==> src/rtl/tm1638_frame_buf.sv <==
// Display frame buffer for the TM1638 driver: snapshots BCD time digits per
// refresh frame and serves 7-seg / LED bytes over a 1-cycle read port.
module tm1638_frame_buf #(
    parameter int CLK_HZ   = 50_000_000,
    parameter int BLINK_HZ = 1,
    parameter bit LZB      = 1'b1
) (
    input  logic       clk_50M,
    input  logic       reset,
    input  logic [3:0] hour_chuc,
    input  logic [3:0] hour_dv,
    input  logic [3:0] min_chuc,
    input  logic [3:0] min_dv,
    input  logic [3:0] sec_chuc,
    input  logic [3:0] sec_dv,
    input  logic       blink_en,
    input  logic       frame_start,
    input  logic       rd_req,
    input  logic [3:0] rd_addr,
    output logic [7:0] rd_data,
    output logic       rd_valid
);

    localparam int HALF = CLK_HZ / (2 * BLINK_HZ);
    localparam int CW   = (HALF > 1) ? $clog2(HALF) : 1;
    localparam logic [CW-1:0] CNT_MAX = CW'(HALF - 1);

    localparam logic [7:0] SEP_ON  = 8'h40;
    localparam logic [7:0] BLANK   = 8'h00;
    localparam logic [7:0] SEG_ERR = 8'h79;

    // Blink timer
    logic [CW-1:0] blink_cnt_q, blink_cnt_d;
    logic          blink_phase_q, blink_phase_d;
    logic          blink_wrap;

    // Shadow copy of the frame; index 0 = hour tens .. 5 = second units
    logic [5:0][3:0] sh_dig_q, sh_dig_d;
    logic            sh_phase_q, sh_phase_d;

    // Read port
    logic [7:0] rd_data_q, rd_data_d;
    logic       rd_valid_q, rd_valid_d;
    logic [7:0] rd_byte;
    logic [2:0] k;

    function automatic logic [7:0] seg7(input logic [3:0] d);
        logic [7:0] s;
        case (d)
            4'd0:    s = 8'h3F;
            4'd1:    s = 8'h06;
            4'd2:    s = 8'h5B;
            4'd3:    s = 8'h4F;
            4'd4:    s = 8'h66;
            4'd5:    s = 8'h6D;
            4'd6:    s = 8'h7D;
            4'd7:    s = 8'h07;
            4'd8:    s = 8'h7F;
            4'd9:    s = 8'h6F;
            default: s = SEG_ERR;
        endcase
        return s;
    endfunction

    always_comb begin
        blink_wrap    = (blink_cnt_q == CNT_MAX);
        blink_cnt_d   = blink_wrap ? '0 : blink_cnt_q + 1'b1;
        blink_phase_d = blink_phase_q ^ blink_wrap;
    end

    always_comb begin
        sh_dig_d   = sh_dig_q;
        sh_phase_d = sh_phase_q;
        if (frame_start) begin
            sh_dig_d   = {sec_dv, sec_chuc, min_dv, min_chuc, hour_dv, hour_chuc};
            sh_phase_d = blink_phase_q;
        end
    end

    // Reads see the shadow before any same-cycle snapshot update
    always_comb begin
        k       = rd_addr[3:1];
        rd_byte = BLANK;
        if (rd_addr[0]) begin
            rd_byte = (k == sh_dig_q[5][2:0]) ? 8'h01 : BLANK;
        end else begin
            case (k)
                3'd0: begin
                    if (LZB && sh_dig_q[0] == 4'd0)
                        rd_byte = BLANK;
                    else
                        rd_byte = seg7(sh_dig_q[0]);
                end
                3'd1:    rd_byte = seg7(sh_dig_q[1]);
                3'd3:    rd_byte = seg7(sh_dig_q[2]);
                3'd4:    rd_byte = seg7(sh_dig_q[3]);
                3'd6:    rd_byte = seg7(sh_dig_q[4]);
                3'd7:    rd_byte = seg7(sh_dig_q[5]);
                default: rd_byte = (blink_en && sh_phase_q) ? BLANK : SEP_ON;
            endcase
        end
    end

    always_comb begin
        rd_valid_d = rd_req;
        rd_data_d  = rd_req ? rd_byte : rd_data_q;
    end

    always_ff @(posedge clk_50M or negedge reset) begin
        if (!reset) begin
            blink_cnt_q   <= '0;
            blink_phase_q <= 1'b0;
            sh_dig_q      <= '0;
            sh_phase_q    <= 1'b0;
            rd_data_q     <= 8'h00;
            rd_valid_q    <= 1'b0;
        end else begin
            blink_cnt_q   <= blink_cnt_d;
            blink_phase_q <= blink_phase_d;
            sh_dig_q      <= sh_dig_d;
            sh_phase_q    <= sh_phase_d;
            rd_data_q     <= rd_data_d;
            rd_valid_q    <= rd_valid_d;
        end
    end

    assign rd_data  = rd_data_q;
    assign rd_valid = rd_valid_q;

endmodule

==> config.mk <==
export PLATFORM = sky130hd
export DESIGN_NAME = tm1638_frame_buf
export DESIGN_NICKNAME = d
export VERILOG_FILES = /design/src/rtl/tm1638_frame_buf.sv
export SDC_FILE = /design/constraint.sdc
export NUM_CORES = 1
export LEC_CHECK = 0
export ABC_AREA = 1
export CAP_MARGIN = 10
export CORE_MARGIN = 2
export CORE_UTILIZATION = 58
export DETAILED_ROUTE_END_ITERATION = 12
export PLACE_DENSITY = 0.82
export SYNTH_ARGS = -nofsm -noshare
export SYNTH_HDL_FRONTEND = slang
export SYNTH_SLANG_ARGS = --single-unit
==> constraint.sdc <==
create_clock -name clk_50M -period 1.7 [get_ports clk_50M]
set_input_delay 0.34 -clock clk_50M [delete_from_list [all_inputs] [get_ports clk_50M]]
set_output_delay 0.34 -clock clk_50M [all_outputs]
set_load 0.03 [all_outputs]
==> results.rst <==
.. list-table::
   :header-rows: 1

   * - Metric
     - Value
   * - PortBufs
     - 40
   * - Total power consumption of the routed design
     - 3.65 mW
   * - Count of state elements after synthesis
     - 59
   * - Placeable core region
     - 6790 um2
   * - Number of levels the H-tree was split into
     - 3
   * - Arrival @ worst endpoint
     - 1.83 ns
   * - Global-route met2 utilization
     - 0.434
   * - Fillcell total
     - 555
   * - Avg Synthesized Cell Area
     - between 6 and 7 um2
   * - Number of enable-type register cells in the synthesized netlist
     - 0
   * - Antenna violation net count after detailed routing
     - 0
   * - Fin crit period
     - ~1.6 ns
   * - Distinct cell type count after synthesis
     - 24
   * - Number of post-CTS setup repair buffers
     - 0
   * - Detail Placement HPWL
     - between 7000 and 8000 um
   * - TritonCTS clock tree
     - yes
   * - Most instantiated flip-flop cell in the synthesis netlist
     - dfrtp_1
   * - Number of max-cap violations
     - 0
   * - Initial core utilization
     - 0.602
   * - Slowest stage cell, crit path
     - dfrtp_1
   * - Hold Vio Cnt, Final
     - 0
   * - Gate count of the mapped netlist
     - approximately 600
   * - Power per Cell Area
     - 735 nW/um2
   * - Sink count of the clock tree
     - 59
   * - Cts bufs inserted
     - 9
   * - Setup crit start kind
     - register
   * - Die boundary width
     - 88 um
   * - # setup viols final
     - 0
   * - Required time of the critical path
     - 1.93 ns
   * - Footprint of the multi-input gates
     - 2290 um2
   * - Post-detailed-route wirelength per cell
     - 12.8 um
   * - Clock slew at the register clock pins of the worst setup and hold paths
     - around 0.070 ns
   * - Setup slack after layout
     - 0.107 ns
   * - Met3 track utilization from global routing
     - 0.0462
   * - Clock latency reported for the late side of the worst-skew pair
     - around 0.34 ns
   * - Layout overhead on the synthesized area
     - 21.4%
   * - Gr usage total
     - 0.272
   * - Number of antenna violations at the first check in global routing
     - 0
   * - Worst setup slack after placement
     - -0.238 ns
   * - Share of the yosys chip area belonging to registers
     - 0.361
   * - Met1 usage
     - 0.376
   * - Net count of the finished layout
     - 740
   * - Bufs and invs on worst path
     - 1
   * - Diode insertion count for antenna repair
     - 0
   * - Number of design-rule violations left by the first detailed-router iteration
     - 244
   * - Maximum ir drop on the vdd rail
     - 451 uV
   * - Critical Path Sink Type
     - register
   * - Die ar.
     - 7740 um2
   * - First-pass GRT wire length
     - 16600 um
   * - Ys Warns
     - 0
   * - Share of the clock period used by the worst path after layout
     - 0.937
   * - Total congestion overflow after global routing
     - 0
   * - First-pass DRT Iterations
     - 5
   * - Global placement routability congestion
     - just over 0.9
   * - Number of global-route vias before repair
     - 3760
   * - Total nets after synthesis
     - a little under 700
   * - Status
     - finished clean
   * - Worst hold path class
     - register to register
   * - CP max stage delay
     - 0.37 ns
   * - Largest cells by area after synthesis
     - dfrtp_1 (36%), nand2_1 (20%), ha_1 (9.5%)
   * - Die span in y
     - between 80 and 90 um
   * - Crit-path max FO
     - 5
   * - List of cells traversed by the critical path
     - ha_1 -> nand2_2 -> inv_1 -> nand2_1 -> nor2_4 -> nand3b_1 -> nor2_2 -> nor2_1
   * - Buffer depth of the longest clock path
     - 2
   * - Master cell of the clock root buffer
     - clkbuf_8
   * - Kind of cell adding the most delay to the critical path
     - simple AND/OR/NAND/NOR gates
   * - Via-per-instance ratio
     - 5.07
   * - Non-filler cells, final
     - 777
   * - Io pins
     - 42
   * - Maximum number of pins on one net before global-route repair
     - 60
   * - Gr busiest metal
     - met2
   * - Final core utilization
     - 0.731
   * - Max-slew violation count
     - 0
   * - # DRC
     - 0
   * - Row count
     - 30
   * - Vias
     - 3939
   * - Cells after DPL
     - 760
   * - Share of async-settable or async-resettable flops after synthesis
     - 1.00
   * - Highest Clock Rate
     - 628 MHz
   * - Layout cells sized above 1
     - 0.0690
   * - Fin Setup TNS
     - 0 ns
   * - Area of the mapped netlist
     - 4090 um2
   * - Library cell with the largest summed area after synthesis
     - dfrtp_1
   * - Total wire length
     - slightly below 10000 um
   * - Post-synth top area share
     - 0.361
   * - CP Class
     - register to register
   * - Leakage power
     - around 2.6 nW
   * - Footprint of the flip-flops and latches
     - 1480 um2
   * - Setup clock skew after layout
     - 0.00665 ns
   * - RSZ-0062 raised after global routing
     - true
[logic make-up (layout without fill, tap and decap cells)]
group | Yosys count | in the layout | synth area share
other cells | 1 | 1 | 0.000916
xor+xnor | 15 | 15 | 0.0321
fa+ha+maj | 31 | 31 | 0.0948
simple gates | 383 | 383 | 0.381
buf+inv | 89 | 156 | 0.0844
mux | 1 | 1 | 0.00275
flops | 59 | 59 | 0.361
compound gates | 35 | 35 | 0.0431
[worst reg2reg max path, delay by kind of cell (launching register included)]
kind,cells,cell delay [ns]
buffers and inverters,1,0.09
AND/OR/NAND/NOR,6,0.82
flip-flops,1,0.37
adder cells (fa/ha/maj),1,0.21
[synth_stat cells (2+ instances only)]
| cell | count |
|---|---|
| nand3_1 | 59 |
| nand4_1 | 3 |
| dfrtp_1 | 59 |
| ha_1 | 31 |
| xor2_1 | 9 |
| inv_1 | 81 |
| nor3_1 | 8 |
| clkbuf_1 | 4 |
| nor2_1 | 89 |
| nand3b_1 | 2 |
| o21ai_0 | 34 |
| nand2_1 | 216 |
| xnor2_1 | 6 |
| nor2_2 | 3 |
[final timing paths]
check / startpoint / to / slack, ns / cells after the start
min in group asynchronous: reset / blink_cnt_q[1] / 0.51 / 3
max in group asynchronous: reset / sh_dig_q[19] / 0.89 / 3
setup / recovery: blink_cnt_q[1] / blink_cnt_q[0] / 0.11 / 8
hold / removal: rd_data[5] / rd_data[5] / 0.49 / 2
hold reg to reg: rd_data[5] / rd_data[5] / 0.49 / 2
setup reg to reg: blink_cnt_q[1] / blink_cnt_q[0] / 0.11 / 8
[per-stage QoR]
| stage | hold WS, ns | area (um2) |
|---|---|---|
| finish | 0.489 | 4970 |
| global route | 0.519 | 4970 |
| CTS | 0.491 | 4950 |
| detailed placement | 0.370 | 4720 |
| global placement | 0.365 | 4720 |
| floorplan | 0.0444 | 4090 |
[flip-flops by register name, summed over array words and instances (netlist names)]
| register | flops |
|---|---|
| blink_cnt_q | 25 |
| blink_phase_q | 1 |
| rd_data | 7 |
| rd_valid | 1 |
| sh_dig_q | 24 |
| sh_phase_q | 1 |
[metal layers]
metal / wire (um) / vias up
met1: 4660 / 1795
met3: 498 / 16
met4: 182 / 0
met2: 4590 / 112
li1: - / 2016
met5: 0 / -
[layout make-up]
| cell class | instances | area share |
|---|---|---|
| clock inverters | 3 | 0.00881 |
| well taps | 96 | 0.0242 |
| flip-flops and latches | 59 | 0.297 |
| clock buffers | 13 | 0.0360 |
| multi-input cells | 466 | 0.461 |
| inverters | 82 | 0.0619 |
| repair buffers | 58 | 0.111 |
[power by group]
group	leakage, nW	internal [mW]	switching [mW]
clock network	0.116	0.837	0.579
registers	0.759	1.47	0.0702
logic	1.68	0.270	0.422
total	2.55	2.58	1.07
[layout by cell type, fill, tap and decap left out, drive strengths merged, types with 2 or more instances in the layout]
cell type | Yosys | layout
buf | 3 | 18
clkbuf | 4 | 13
clkdlybuf4s50 | 0 | 31
clkinv | 0 | 2
dfrtp | 59 | 59
dlygate4sd2 | 0 | 7
ha | 31 | 31
inv | 82 | 82
nand2 | 217 | 217
nand3 | 59 | 59
nand3b | 2 | 2
nand4 | 3 | 3
nor2 | 93 | 93
nor3 | 9 | 9
o21ai | 34 | 34
xnor2 | 6 | 6
xor2 | 9 | 9
[timing repair]
item                       4_1_cts  5_1_grt
gates resized for setup          7       10
pin swaps                        0        1
hold endpoints to repair         8        0
setup endpoints to repair        7       23
hold buffers                     1        0
(Power assumes the default switching activity.)
